$ cat src/rtl/uart_pkg.sv
// Shared UART definitions: receiver state encoding and default bit timing.
package uart_pkg;

  localparam int CLKS_PER_BIT_DEF = 16;

  typedef enum logic [2:0] {
    RxIdle,
    RxStart,
    RxData,
    RxStop,
    RxWaitHigh
  } rx_state_t;

endpackage

$ cat src/rtl/sync_2ff.sv
// Two-flop synchronizer with a configurable reset level; 2-cycle latency, no backpressure.
module sync_2ff #(
  parameter logic RESET_VAL = 1'b1
) (
  input  logic clock,
  input  logic reset,
  input  logic d,
  output logic q
);

  logic meta;

  always_ff @(posedge clock or negedge reset) begin
    if (!reset) begin
      meta <= RESET_VAL;
      q    <= RESET_VAL;
    end else begin
      meta <= d;
      q    <= meta;
    end
  end

endmodule

$ cat src/rtl/uart_client_rx.sv
// 8N1 UART receiver; byte ready ~9.5 bit times + 3 clocks after the start edge.
// Holds one byte until rx_ack; a byte arriving while one is pending is dropped and flagged.
module uart_client_rx
  import uart_pkg::*;
#(
  parameter int CLKS_PER_BIT = CLKS_PER_BIT_DEF
) (
  input  logic       clock,
  input  logic       reset,
  input  logic       rx_in,
  input  logic       rx_ack,
  output logic [7:0] rx_data,
  output logic       rx_valid,
  output logic       frame_err,
  output logic       overrun,
  output logic       busy
);

  localparam int CW = $clog2(CLKS_PER_BIT);
  localparam logic [CW-1:0] BIT_LAST  = CW'(CLKS_PER_BIT - 1);
  localparam logic [CW-1:0] HALF_LAST = CW'(CLKS_PER_BIT / 2 - 1);

  logic rx_s;

  rx_state_t     state, state_nxt;
  logic [CW-1:0] cnt, cnt_nxt;
  logic [2:0]    bit_idx, bit_nxt;
  logic [7:0]    shreg, shreg_nxt;
  logic [7:0]    data_nxt;
  logic          valid_nxt, ferr_nxt, ovr_nxt;

  sync_2ff #(.RESET_VAL(1'b1)) u_sync (
    .clock (clock),
    .reset (reset),
    .d     (rx_in),
    .q     (rx_s)
  );

  assign busy = (state != RxIdle);

  always_comb begin
    state_nxt = state;
    cnt_nxt   = cnt + 1'b1;
    bit_nxt   = bit_idx;
    shreg_nxt = shreg;
    data_nxt  = rx_data;
    // Ack is applied first so a byte completing on the same edge sees an empty slot.
    valid_nxt = rx_valid & ~rx_ack;
    ferr_nxt  = frame_err & ~rx_ack;
    ovr_nxt   = overrun & ~rx_ack;
    case (state)
      RxIdle: begin
        cnt_nxt = '0;
        if (!rx_s) state_nxt = RxStart;
      end
      RxStart: begin
        if (cnt == HALF_LAST) begin
          cnt_nxt   = '0;
          bit_nxt   = '0;
          state_nxt = rx_s ? RxIdle : RxData;
        end
      end
      RxData: begin
        if (cnt == BIT_LAST) begin
          cnt_nxt   = '0;
          shreg_nxt = {rx_s, shreg[7:1]};
          bit_nxt   = bit_idx + 1'b1;
          if (bit_idx == 3'd7) state_nxt = RxStop;
        end
      end
      RxStop: begin
        if (cnt == BIT_LAST) begin
          cnt_nxt = '0;
          if (!rx_s) begin
            ferr_nxt  = 1'b1;
            state_nxt = RxWaitHigh;
          end else begin
            state_nxt = RxIdle;
            if (valid_nxt) begin
              ovr_nxt = 1'b1;
            end else begin
              data_nxt  = shreg;
              valid_nxt = 1'b1;
            end
          end
        end
      end
      // A held-low line (break) must go high before another start is considered.
      RxWaitHigh: begin
        cnt_nxt = '0;
        if (rx_s) state_nxt = RxIdle;
      end
      default: begin
        cnt_nxt   = '0;
        state_nxt = RxIdle;
      end
    endcase
  end

  always_ff @(posedge clock or negedge reset) begin
    if (!reset) begin
      state     <= RxIdle;
      cnt       <= '0;
      bit_idx   <= '0;
      shreg     <= '0;
      rx_data   <= 8'h00;
      rx_valid  <= 1'b0;
      frame_err <= 1'b0;
      overrun   <= 1'b0;
    end else begin
      state     <= state_nxt;
      cnt       <= cnt_nxt;
      bit_idx   <= bit_nxt;
      shreg     <= shreg_nxt;
      rx_data   <= data_nxt;
      rx_valid  <= valid_nxt;
      frame_err <= ferr_nxt;
      overrun   <= ovr_nxt;
    end
  end

endmodule

$ cat config.mk
export PLATFORM = sky130hd
export DESIGN_NAME = uart_client_rx
export DESIGN_NICKNAME = d
export VERILOG_FILES = /design/src/rtl/uart_pkg.sv /design/src/rtl/sync_2ff.sv /design/src/rtl/uart_client_rx.sv
export SDC_FILE = /design/constraint.sdc
export NUM_CORES = 1
export LEC_CHECK = 0
export ABC_AREA = 1
export CAP_MARGIN = 25
export CORE_ASPECT_RATIO = 1.5
export CORE_MARGIN = 3
export CORE_UTILIZATION = 43
export DETAILED_ROUTE_END_ITERATION = 8
export GPL_TIMING_DRIVEN = 0
export SKIP_CTS_REPAIR_TIMING = 1
export SYNTH_ARGS = -nofsm -noshare
export SYNTH_HDL_FRONTEND = slang
export SYNTH_SLANG_ARGS = --single-unit
$ cat constraint.sdc
create_clock -name clock -period 1.6 [get_ports clock]
set_input_delay 0.16 -clock clock [delete_from_list [all_inputs] [get_ports clock]]
set_output_delay 0.16 -clock clock [all_outputs]
set_load 0.02 [all_outputs]
# Word level (Yosys, flattened, before mapping)

Cells that the tools add are included.

Logic and storage cells: 63
Bits of input ports: 4
Flip-flop bits (word level): 31
Output and inout bits: 12

$add $sub $neg: 2
Equal/unequal tests: 13
Bitwise logic cells: 5
Multiplexer cells: 25
Reduce and logical (&&, ||, !) cells: 8

Operator list:

| cell                                                   | count |
|---|---|
| 2-to-1 mux 3 bit                                       | 9 |
| one-hot mux 3 bit (5 select lines)                     | 1 |
| 2-to-1 mux 1 bit                                       | 10 |
| inequality test 2 bit (second input constant)          | 5 |
| 2-to-1 mux 4 bit                                       | 2 |
| one-hot mux 4 bit (2 select lines)                     | 1 |
| equality test 3 x 2 -> 1 bit (second input constant)   | 2 |
| equality test 3 bit (second input constant)            | 2 |
| one-hot mux 3 bit (2 select lines)                     | 1 |
| AND reduction 6 bit                                    | 1 |
| adder 4 x 1 -> 4 bit (second input constant)           | 1 |
| equality test 4 x 3 -> 1 bit (second input constant)   | 1 |
| equality test 4 bit (second input constant)            | 1 |
| AND reduction 4 bit                                    | 1 |
| adder 3 x 1 -> 3 bit (second input constant)           | 1 |
| bitwise AND 1 bit                                      | 3 |
| equality test 3 x 1 -> 1 bit (second input constant)   | 1 |
| logical NOT 3 bit                                      | 1 |
| AND reduction 3 bit                                    | 1 |
| nonzero test 3 bit                                     | 1 |
| 2-to-1 mux 2 bit                                       | 1 |
| inequality test 2 x 1 -> 1 bit (second input constant) | 1 |
| inverter 1 bit                                         | 2 |
| AND reduction 2 bit                                    | 1 |
| other kinds (2)                                        | 2 |

# Depth between registers and ports, before layout

Gate-level depths: netlist of the first run.

Depth in word-level cells: 6
Mapped depth: 9

# Hierarchy

Synthesis of the first run repeated with hierarchy kept, for this count alone.

Cells, all modules: 146
Area total of the unflattened synthesis: 1,367.6 µm²

Modules (own cells, without submodules):

| module         | sequential area each (µm²) | area an instance (µm²) | cells each | times used |
|---|---|---|---|---|
| uart_client_rx | 725.7                      | 1,315.0                | 144        | 1 |
| sync_2ff       | 52.6                       | 52.6                   | 2          | 1 |

# Least setup slack after synthesis of the first run

No wires, ideal clock.

Path kind: reg-to-reg
Start: reg cnt[0]
End: reg rx_data[5]
Slack: 186 ps
Buffers on the path: 1
Cell stages (with the launch flop): 8
Data arrival time: 1,296 ps
Cell sequence: dfrtp_1 > ha_1 > nand3_1 > nor2_2 > nand3_4 > buf_6 > nand2_2 > o21ai_2

Longest elaborated chain between the ends: 2

Ends and longest elaborated chain:

| item                                 | RTL line              | source |
|---|---|---|
| start, declared                      | uart_client_rx.sv:26  | `logic [CW-1:0] cnt, cnt_nxt;` |
| start signal, assigned               | uart_client_rx.sv:112 | `cnt <= cnt_nxt;` |
| equality test 4 bit                  | uart_client_rx.sv:72  | `if (cnt == BIT_LAST) begin` |
| AND reduction 4 bit (no source line) | n/a                   |  |
| end signal, assigned                 | uart_client_rx.sv:115 | `rx_data <= data_nxt;` |
| end, declared                        | uart_client_rx.sv:12  | `output logic [7:0] rx_data,` |

Every way passes these cells.
A chain may end at the register's enable or synchronous reset.

# Worst setup path in the final report of the first run

Start: reg cnt[0]
End: reg shreg[5]

Longest elaborated chain between the ends: 2

Ends and longest elaborated chain:

| item                                 | RTL line              | source |
|---|---|---|
| equality test 4 bit                  | uart_client_rx.sv:64  | `if (cnt == BIT_LAST) begin` |
| AND reduction 2 bit (no source line) | n/a                   |  |
| end signal, assigned                 | uart_client_rx.sv:114 | `shreg <= shreg_nxt;` |
| end, declared                        | uart_client_rx.sv:28  | `logic [7:0] shreg, shreg_nxt;` |

Every way passes these cells.

==> impl_metrics.ini, run 1 <==
[synthesis]
synth_top_area_cell = dfrtp_1
syn-num-nets = 162
yosysWarnings = 0
yosys-top-cells-area = dfrtp_1, nand2_1, inv_1, o21ai_2, dfstp_2
netlist_instances = 155
ys_types = 22
ys_ff_latch = 31
post_synth.cell_area_avg_um2 = 9.19
synth_top_area_share_pct = 51.0
netlist_area_um2 = 1420
synth_seq_area_share_pct = 54.7

[cells_and_area]
nets = 186
syn_to_final_growth_pct = 25.7
design_area_um2 = 1790
final_cells = 220
fillers = 294
postLayoutCoreUtil_pct = 56.7
n_antenna_cell = 0
drive_above_1_share_pct = 19.4

[timing]
slew_headroom_pct = 55.4
fin_hold_ws_ns = 0.286
fin_crit_ns = 1.46
max_freq_mhz = 684
clock-skew-final_ns = 0.00514
period_share_pct = 91.4
worst_pin_slew_ns = 0.667
hold_viol_final = 0
maxSlewViolCount = 0
setup_viol = 0

[floorplan]
start_util_pct = 45.1
die-area_um2 = 4050
io-pin-count = 16
core_area_um2 = 3160
row_count = 25
die_w_um = 53.0
die_h_um = 76.5

[detailed_routing]
via_per_inst = 4.90
wl_per_cell_um = 12.4
num_vias = 1078
drc = 0
drt-pass1-iter-count = 4
first_iter_violations = 32
antenna_left = 0
drt-total-wl_um = 2740

[outcome]
status = completed

[setup_path]
cp_cell_sequence = ha_2 -> nand3_4 -> inv_1 -> nand2_2 -> buf_4 -> o21ai_0
r2r-start = cnt[0]
crit_path_start_kind = flop
reg2reg_to = shreg[5]
critPathKind = flop to flop
cp.arrival_ns = 1.65
critPathSlowestCell = dfrtp_1
rr_worst_depth = 6
cp_max_fo = 10
crit_path_end_kind = flop
rrSetupSlack_ns = 0.14
max_stage_delay_ns = 0.39
critPathRequiredTime_ns = 1.79

[global_routing]
grt_max_degree = 20
grt_overflow = 0
grt_pass1_wl_um = 4820
grt_usage_pct = 15.9
antenna_found_initial = 0
grt_pass1_vias = 1107

[clocking]
clkSinkCount = 31
cts_root_buf = clkbuf_8
clock_path_buffers = 2
path_clk_slew_ns = 0.07
clkLatencyLatePin_ns = 0.28
cts_max_level = 2
cts_tree = built
cts_buffers = 5

[placed_design]
dp_hpwl_um = 2000
numPlacedInstances = 211
finalWeightedCongestion = 0.848
placedInstanceArea_um2 = 1650
port_buffers = 15

[worst_hold_path]
worstHoldPathType = input port to asynchronous set/reset pin

[pwr]
p_per_area_nw_per_um2 = 1350
p_leak_nw = 0.830
ir_worst_vdd_mv = 0.965

[flow_run]
maxCapViolCount = 0
## worst max path at each step
stage	from	to	depth (start not counted)	slack (ns)
finish	cnt[0]	shreg[5]	6	0.14
floorplan	cnt[0]	rx_data[5]	7	0.19
detailed placement	cnt[0]	rx_data[6]	7	-0.03
global route	cnt[0]	shreg[5]	6	-0.002
CTS	state[0]	busy	3	-0.13
global placement	reset	rx_data[4]	1	-0.18
## metrics by stage
stage,total power [mW],TNS [ns],setup slack [ns]
floorplan,1.54,0,0.186
global placement,1.68,-5.17,-0.179
detailed placement,1.72,-0.0575,-0.0288
CTS,2.40,-0.245,-0.130
global route,2.61,-0.00221,-0.00221
finish,2.43,0,0.137
## layout make-up
type / instances / area [um^2] / share of cell area (%)
clock buffer: 8 / 100 / 5.59
tap: 40 / 50.0 / 2.80
buffer: 3 / 30.0 / 1.68
sequential: 31 / 779 / 43.5
inverter: 24 / 90.1 / 5.03
multi-input combinational: 97 / 553 / 30.9
timing repair buffer: 17 / 188 / 10.5
## flip-flops by register name, indices dropped and copies added, names as in the netlist
name         cells
overrun          1
rx_data          8
bit_idx          3
rx_valid         1
frame_err        1
cnt              4
u_sync.meta      1
shreg            8
u_sync.q         1
state            3
## power by group
part / total, mW / internal, mW / switching (mW) / leakage, nW
combinational: 0.707 / 0.290 / 0.417 / 0.369
clock: 0.677 / 0.392 / 0.285 / 0.0515
sequential: 1.04 / 0.915 / 0.126 / 0.410
total: 2.43 / 1.60 / 0.828 / 0.830
## cell families after synthesis
group                      after synthesis  synth area share [%]
AOI/OAI and AO/OA                       24                  10.6
xor gates and xnor gates                 1                 0.615
adders and majority gates                3                  2.64
buffers and inverters                   27                  8.26
DFF                                     31                  54.7
and+or+nand+nor                         69                  23.2
## worst max-delay path, delay by kind of cell, from the launching register on
family	cells	cell delay, ns
buf+inv	2	0.32
fa+ha+maj	1	0.25
flops	1	0.39
compound gates	1	0.16
simple gates	2	0.25
## cells in the final DEF, fill, tap and decap left out, drive strengths merged, types with 3 or more instances in the layout
cell / instances
dfrtp: 29
a21oi: 4
o21ai: 19
nand3: 10
buf: 5
clkdlybuf4s50: 14
clkbuf: 8
nand2: 42
ha: 3
inv: 24
nor2: 12
## per-layer routing
| layer | GRT usage [%] | part of all wire [%] |
|---|---|---|
| met1 | 17.6 | 38 |
| met2 | 27.0 | 57 |
| met3 | 4.89 | 3.8 |
| met4 | 6.91 | 1.9 |
| met5 | 0 | 0 |
## Yosys cell counts
master / number
a21oi_1: 4
buf_2: 1
buf_6: 2
dfrtp_1: 29
dfstp_2: 2
ha_1: 3
inv_1: 23
inv_2: 1
nand2_1: 39
nand2_2: 3
nand3_1: 9
nand3_4: 1
nand3b_1: 2
nor2_1: 11
nor2_2: 1
nor3_4: 2
nor3b_1: 1
o21ai_0: 9
o21ai_1: 2
o21ai_2: 8
o22ai_1: 1
xor2_1: 1
Note: power is estimated with default switching activity, not from simulation.
==> run 2: changes to the inputs <==
--- a/config.mk
+++ b/config.mk
@@ -11,6 +11,7 @@
 export CORE_MARGIN = 3
 export CORE_UTILIZATION = 43
 export DETAILED_ROUTE_END_ITERATION = 8
+export GPL_ROUTABILITY_DRIVEN = 0
 export GPL_TIMING_DRIVEN = 0
 export SKIP_CTS_REPAIR_TIMING = 1
 export SYNTH_ARGS = -nofsm -noshare
==> results of run 2 <==
Final layout, timing and power as in run 1 (identical DEF).
==> run 3: changes to the inputs <==
--- a/config.mk
+++ b/config.mk
@@ -9,10 +9,11 @@
 export CAP_MARGIN = 25
 export CORE_ASPECT_RATIO = 1.5
 export CORE_MARGIN = 3
-export CORE_UTILIZATION = 43
+export CORE_UTILIZATION = 58
 export DETAILED_ROUTE_END_ITERATION = 8
 export GPL_ROUTABILITY_DRIVEN = 0
 export GPL_TIMING_DRIVEN = 0
+export PLACE_DENSITY = 0.82
 export SKIP_CTS_REPAIR_TIMING = 1
 export SYNTH_ARGS = -nofsm -noshare
 export SYNTH_HDL_FRONTEND = slang
==> constraint.sdc (replaced) <==
create_clock -name clock -period 1.8 [get_ports clock]
set_input_delay 0.18 -clock clock [delete_from_list [all_inputs] [get_ports clock]]
set_output_delay 0.18 -clock clock [all_outputs]
set_load 0.02 [all_outputs]
==> run 3 against run 2 <==
First-iteration DRC count fell by 16%; final area down 4.5%; clock skew down 0.00076 ns; highest routed layer unchanged; largest power group unchanged.
==> impl_metrics.ini, run 3 (synthesis results as in run 1) <==
[outcome]
status = completed

[pwr]
p_leak_nw = 0.813
combPwrFrac_pct = 31.3
switching_share_pct = 36.2
power.share.clock_pct = 23.3
p_sw_mw = 0.731
seq_power_share_pct = 45.4
ir_worst_vdd_mv = 0.724
finalPower_mw = 2.02
p_per_area_nw_per_um2 = 1180
intPower_mw = 1.29

[cells_and_area]
design_area_um2 = 1710
final_common_cell = nand2_1
postLayoutCoreUtil_pct = 74.8
final_cell_mix = nand2_1, dfrtp_1, inv_1, clkdlybuf4s50_1, nor2_1
syn_to_final_growth_pct = 20.1
top_regs = rx_data x8, shreg x8, cnt x4
n_antenna_cell = 0
nets = 185
drive_above_1_share_pct = 17.9

[worst_hold_path]
worstHoldPathType = input port to asynchronous set/reset pin

[global_routing]
grt_pass1_vias = 1175
grt_pass1_wl_um = 4920
grt_max_degree = 21
antenna_found_initial = 0
grt_overflow = 0
grt_usage_pct = 23.0

[placed_design]
place_ws_ns = 0.154
placedInstanceArea_um2 = 1630
dp_hpwl_um = 2080
port_buffers = 15

[floorplan]
io-pin-count = 16
start_util_pct = 62.3
die_w_um = 46.5
core_area_um2 = 2290
row_count = 21
die-area_um2 = 3100
die_h_um = 66.7

[timing]
max_freq_mhz = 629
rsz0062_at_grt = no
clock-skew-final_ns = 0.00438
fin_crit_ns = 1.59
hold_viol_final = 0
setup_viol = 0
slew_headroom_pct = 57.0
worst_pin_slew_ns = 0.643
period_share_pct = 88.4
fin_ws_ns = 0.209
finalSetupTns_ns = 0
maxSlewViolCount = 0

[setup_path]
crit_path_end_kind = flop
cp_max_fo = 8
critPathRequiredTime_ns = 2.04
crit_path_start_kind = flop
setup.worst_path.end = bit_idx[0]
cp.arrival_ns = 1.83
crit_start = cnt[0]
rr_worst_depth = 8
rrSetupSlack_ns = 0.21
r2r-start = cnt[0]
reg2reg_to = bit_idx[0]
critPathKind = flop to flop

[clocking]
clock_path_buffers = 2
cts_root_buf = clkbuf_4
clkSinkCount = 31
cts_max_level = 2
path_clk_slew_ns = 0.09
cts_buffers = 5
clkLatencyLatePin_ns = 0.34
cts_tree = built

[detailed_routing]
antenna_left = 0
via_per_inst = 5.46
num_vias = 1103
drt-pass1-iter-count = 4
first_iter_violations = 27
drc = 0
wl_per_cell_um = 13.7
drt-total-wl_um = 2770

[flow_run]
maxCapViolCount = 0
[run 3: routing by layer]
layer  track usage [%]  wire, um  vias up
met5                 0         0        -
met4              16.0        86        0
met3              7.30       109       10
met2              37.6      1460       23
met1              23.5      1120      538
li1                  -         -      532
[run 3: power by group through the flow]
stage	combinational, mW	clock, mW	sequential (mW)
3_5_place_dp	0.633	0	0.920
4_1_cts	0.633	0.478	0.907
6_report	0.631	0.471	0.917
2_1_floorplan	0.469	0	0.900
5_1_grt	0.731	0.506	0.932
3_3_place_gp	0.576	0	0.909
[run 3: layout make-up]
| cell class | instances | area, um^2 |
|---|---|---|
| Timing Repair Buffer | 16 | 180 |
| Clock buffer | 8 | 68.8 |
| Buffer | 3 | 27.5 |
| Fill cell | 166 | 576 |
| Inverter | 24 | 90.1 |
| Multi-Input combinational cell | 97 | 536 |
| Tap cell | 23 | 28.8 |
| Sequential cell | 31 | 779 |
[run 3: how the worst min path moves through the flow]
stage	depth (start not counted)	to	from	slack, ns
floorplan	0	bit_idx[0]	reset	-0.12
global placement	0	u_sync.q	u_sync.meta	0.35
detailed placement	0	u_sync.q	u_sync.meta	0.35
CTS	1	overrun	reset	0.23
global route	1	u_sync.meta	rx_in	0.24
finish	1	overrun	reset	0.22
[run 3: critical path, stage by stage (launching register included)]
cell and delay (ns):
dfrtp_1 0.39, ha_1 0.23, nand3_2 0.16, inv_1 0.13
nand2_2 0.13, nand2_1 0.17, nand2_1 0.11, nand2_1 0.09
nand2_1 0.06
[run 3: stage by stage]
stage / hold WS (ns) / cells
after floorplan: -0.116 / 155
after global placement: 0.347 / 193
after detailed placement: 0.352 / 194
after CTS: 0.229 / 202
after global routing: 0.235 / 202
final: 0.224 / 202
==> RTL edit 1 (flow settings as in run 2) <==
The package constant `CLKS_PER_BIT_DEF` goes from 16 to 32.
--- a/src/rtl/uart_pkg.sv
+++ b/src/rtl/uart_pkg.sv
@@ -1,7 +1,7 @@
 // Shared UART definitions: receiver state encoding and default bit timing.
 package uart_pkg;
 
-  localparam int CLKS_PER_BIT_DEF = 16;
+  localparam int CLKS_PER_BIT_DEF = 32;
 
   typedef enum logic [2:0] {
     RxIdle,
Behaviour: same outputs for any inputs over 10 cycles, from zero or initial values and one cycle with reset low; that may be too few to reach the edited logic, so the function may still have changed.
==> RTL edit 1 against run 2 <==
- sequential power is 4% lower
- sequential cell count is 1 higher
- routed wire length is 3.1% higher
- power is 0.99% higher
- worst setup slack worse by 0.062 ns
- via count is 3.5% higher
- fmax is 4.1% lower
- design area is 7.5% higher
- area after synthesis is 6.5% higher
- critical path depth is 3 higher
- critical path type unchanged
- largest cell class unchanged
- largest power group unchanged
==> RTL edit 1: results (changes against run 2) <==
<table>
<tr><th>Metric</th><th>Value</th></tr>
<tr><th colspan="2">Routing</th></tr>
<tr><td>Via total after detailed routing</td><td>1116 (+3.5%)</td></tr>
<tr><td>1st-iter DRT viols</td><td>20 (-38%)</td></tr>
<tr><td>Post-route met1 wirelength</td><td>1220 um (+19%)</td></tr>
<tr><td>Via-to-Cell Ratio</td><td>4.83 (-1.4%)</td></tr>
<tr><th colspan="2">Worst hold path</th></tr>
<tr><td>Type of the worst min-delay path</td><td>primary input to register</td></tr>
<tr><th colspan="2">Power</th></tr>
<tr><td>Portion of total power attributed to sequential cells</td><td>40.6% (-2.3 points)</td></tr>
<tr><td>Leak pwr</td><td>0.000899 uW (+8.3%)</td></tr>
<tr><td>Switching power as a share of total power</td><td>36.0% (+1.9 points)</td></tr>
<tr><td>Combinational share of power</td><td>34.0% (+4.8 points)</td></tr>
<tr><th colspan="2">Yosys</th></tr>
<tr><td>Compound-Gate Fraction of Synth Area</td><td>10.4% (-0.24 points)</td></tr>
<tr><td>Xor/xnor share of the synthesized area</td><td>1.16% (+0.54 points)</td></tr>
<tr><td>Main area contributors after synthesis</td><td>sky130_fd_sc_hd__dfrtp_1, sky130_fd_sc_hd__nand2_1, sky130_fd_sc_hd__inv_1</td></tr>
<tr><td>Post-Syn Area per Cell</td><td>9.36 um^2 (+1.9%)</td></tr>
<tr><td>Synthesized net count</td><td>173 (+6.8%)</td></tr>
<tr><td>Most instantiated cells after synthesis</td><td>sky130_fd_sc_hd__nand2_1, sky130_fd_sc_hd__dfrtp_1, sky130_fd_sc_hd__inv_1, sky130_fd_sc_hd__nand3_1, sky130_fd_sc_hd__o21ai_0</td></tr>
<tr><th colspan="2">Setup path</th></tr>
<tr><td>Worst endpoint data arrival time</td><td>1.69 ns (+0.04 ns)</td></tr>
<tr><td>Reg2reg path depth</td><td>9 (+3)</td></tr>
<tr><td>Maximum net fanout on the critical path</td><td>4 (-6)</td></tr>
<tr><th colspan="2">Timing</th></tr>
<tr><td>Fmax achieved</td><td>656 MHz (-4.1%)</td></tr>
<tr><td>Clock tree skew after final layout</td><td>0.00726 ns (+0.00212 ns)</td></tr>
<tr><th colspan="2">Cells and area</th></tr>
<tr><td>Number of inserted filler cells in the final layout</td><td>301 (+2.4%)</td></tr>
<tr><th colspan="2">Place</th></tr>
<tr><td>Cell Count Post-Placement</td><td>217 (+2.8%)</td></tr>
<tr><td>Post-Place Worst Slack</td><td>-0.220 ns (-0.191 ns)</td></tr>
<tr><th colspan="2">Global route</th></tr>
<tr><td>Wire length of the first global-routing pass</td><td>4910 um (+1.7%)</td></tr>
<tr><td>GR Layer Usage met2</td><td>26.4% (-0.61 points)</td></tr>
<tr><td>Met1 capacity usage during global routing</td><td>18.1% (+0.52 points)</td></tr>
<tr><td>GR met3 Demand/Resource</td><td>4.50% (-0.39 points)</td></tr>
<tr><th colspan="2">Status</th></tr>
<tr><td>Outcome</td><td>complete, no violations</td></tr>
</table>
## RTL edit 1: cell types whose count changed in the layout (fill, tap and decap cells not counted), sizes merged, moves of 4 or more
cell	change
nand3	+7
ha	+4
nand2	-6
buf	+4
## RTL edit 1: cell type report
| type | count | area, um^2 | area share, % |
|---|---|---|---|
| multi-input cells | 102 | 653 | 33.9 |
| plain buffers | 3 | 38.8 | 2.02 |
| clock buffers | 8 | 90.1 | 4.68 |
| flip-flops and latches | 32 | 803 | 41.7 |
| well taps | 40 | 50.0 | 2.60 |
| repair buffers | 21 | 195 | 10.1 |
| inverters | 25 | 93.8 | 4.88 |
## RTL edit 1: metrics by stage
step,TNS [ns],total power [uW],hold WS (ns),utilization (%)
detailed placement,-2.14,1730,0.260,52.6
finish,0,2450,0.292,59.2
CTS,-2.57,2370,-0.0445,55.4
global route,-0.0732,2650,0.283,59.2
global placement,-8.05,1710,0.350,52.8
floorplan,0,1540,-0.136,-
==> RTL edit 2 (flow settings as in run 2) <==
Made on the original files. The 5 states of `rx_state_t` get a one-hot encoding in 5 bits.
--- a/src/rtl/uart_pkg.sv
+++ b/src/rtl/uart_pkg.sv
@@ -3,12 +3,12 @@
 
   localparam int CLKS_PER_BIT_DEF = 16;
 
-  typedef enum logic [2:0] {
-    RxIdle,
-    RxStart,
-    RxData,
-    RxStop,
-    RxWaitHigh
+  typedef enum logic [4:0] {
+    RxIdle     = 5'b00001,
+    RxStart    = 5'b00010,
+    RxData     = 5'b00100,
+    RxStop     = 5'b01000,
+    RxWaitHigh = 5'b10000
   } rx_state_t;
 
 endpackage
Function: no difference found for any inputs over 10 cycles, from zero or initial values and one cycle with reset low; not proved beyond that.
==> RTL edit 2 against run 2 <==
- sequential power fell by 5%
- worst setup slack lost 0.039 ns
- via count grew 15%
- count of clock-buffer cells in the layout did not move
- sequential cell count up 2
- combinational power up 13%
- routed wire length up 17%
- power is 2.1% lower
- area after synthesis rose by 15%
- design area increased by 12%
- critical path type is now register to output pin
==> RTL edit 2: results (changes against run 2) <==
<table>
<tr><th>Metric</th><th>Value</th></tr>
<tr><th colspan="2">Yosys</th></tr>
<tr><td>Synthesized net count</td><td>186 (+15%)</td></tr>
<tr><td>Compound-Gate Fraction of Synth Area</td><td>9.45% (-1.2 points)</td></tr>
<tr><td>Seq/Total Area, Yosys</td><td>50.5% (-4.1 points)</td></tr>
<tr><td>Main area contributors after synthesis</td><td>sky130_fd_sc_hd__dfrtp_1, sky130_fd_sc_hd__nand2_1, sky130_fd_sc_hd__o21ai_2</td></tr>
<tr><td>Post-synthesis share of cell area spent on full adders, half adders and majority gates</td><td>2.29% (-0.35 points)</td></tr>
<tr><td>Most instantiated cells after synthesis</td><td>sky130_fd_sc_hd__nand2_1, sky130_fd_sc_hd__dfrtp_1, sky130_fd_sc_hd__inv_1, sky130_fd_sc_hd__o21ai_2, sky130_fd_sc_hd__nor2_1</td></tr>
<tr><th colspan="2">Place</th></tr>
<tr><td>Placement-stage cell area</td><td>1840 um^2 (+11%)</td></tr>
<tr><td>HPWL after detailed placement</td><td>2390 um (+19%)</td></tr>
<tr><th colspan="2">Cells and area</th></tr>
<tr><td>Final layout net count</td><td>216 (+16%)</td></tr>
<tr><td>Top flop regs</td><td>rx_data (8), shreg (8), state (5)</td></tr>
<tr><td>Layout-stage area growth over the synthesis result</td><td>22.3%</td></tr>
<tr><td>Number of inserted filler cells in the final layout</td><td>331 (+13%)</td></tr>
<tr><th colspan="2">Setup path</th></tr>
<tr><td>Worst endpoint data arrival time</td><td>1.34 ns (-0.31 ns)</td></tr>
<tr><td>Maximum net fanout on the critical path</td><td>7 (-3)</td></tr>
<tr><td>Largest incremental delay on the critical path</td><td>0.43 ns (+0.04 ns)</td></tr>
<tr><th colspan="2">Power</th></tr>
<tr><td>Worst supply voltage drop on vdd</td><td>0.000835 V (-14%)</td></tr>
<tr><th colspan="2">Routing</th></tr>
<tr><td>1st-iter DRT viols</td><td>44 (+38%)</td></tr>
<tr><td>Met2 WL</td><td>1680 um (+8.6%)</td></tr>
<tr><td>Via total after detailed routing</td><td>1244 (+15%)</td></tr>
<tr><td>Met3 layer wire length in the routed design</td><td>100 um (-3.8%)</td></tr>
<tr><th colspan="2">Global route</th></tr>
<tr><td>Maximum number of pins on one net before global-route repair</td><td>34 (+70%)</td></tr>
<tr><td>GR Util All Layers</td><td>15.8% (-0.17 points)</td></tr>
<tr><th colspan="2">Timing</th></tr>
<tr><td>Clock tree skew after final layout</td><td>0.00132 ns (-0.00382 ns)</td></tr>
<tr><td>Slew headroom</td><td>53.0% (-2.3 points)</td></tr>
<tr><th colspan="2">Status</th></tr>
<tr><td>Outcome</td><td>complete, no violations</td></tr>
</table>
==> RTL edit 2: cell families after synthesis <==
kind of cell    Yosys count
xor+xnor                  1
simple gates             93
compound gates           19
flops                    33
buf+inv                  30
fa+ha+maj                 3
==> RTL edit 2: path summary, 6_finish.rpt <==
check | start | endpoint | slack, ns | depth (start not counted)
max reg2reg | cnt[0] | shreg[7] | 0.1 | 9
min | rx_in | u_sync.meta | 0.28 | 1
max | state[4] | busy | 0.1 | 5
max in group asynchronous | reset | cnt[0] | 0.68 | 2
min in group asynchronous | reset | rx_data[7] | 0.46 | 2
min reg2reg | u_sync.meta | u_sync.q | 0.36 | 0
==> RTL edit 2: per-layer routing <==
layer | GRT usage, % | up-vias
li1 | - | 615
met1 | 17.2 | 590
met2 | 28.6 | 26
met3 | 2.83 | 13
met4 | 8.79 | 0
met5 | 0 | -
==> RTL edit 2: stage by stage <==
stage / TNS, ns / instances / setup slack (ns) / total power (uW) / hold slack [ns]
after global routing: -0.00409 / 252 / -0.00409 / 2540 / 0.276
after global placement: -6.87 / 236 / -0.230 / 1690 / 0.347
after detailed placement: -0.0975 / 236 / -0.0975 / 1730 / 0.254
final: 0 / 252 / 0.0977 / 2370 / 0.284
after CTS: -0.410 / 244 / -0.410 / 2310 / -0.0487
after floorplan: 0 / 179 / 0.277 / 1540 / -0.136
==> RTL edit 2: power by group through the flow <==
stage                     combinational (uW)  clock (uW)  sequential [uW]
after floorplan                          555           0              985
after global placement                   699           0              993
after detailed placement                 727           0              999
after CTS                                729         601              984
after global routing                     907         637              999
final                                    800         581              993
==> RTL edit 2: worst max-delay path, delay by kind of cell (launching register included) <==
kind | cells | cell delay, ns
buffers and inverters | 3 | 0.36
and+or+nand+nor | 2 | 0.28
DFF | 1 | 0.43
==> RTL edit 2: layout make-up <==
type                    count  area share [%]
well taps                  42            2.62
plain buffers               2            1.31
clock buffers               8            3.99
flip-flops and latches     33            41.3
inverters                  28            5.42
repair buffers             23            10.1
multi-input cells         116            35.2
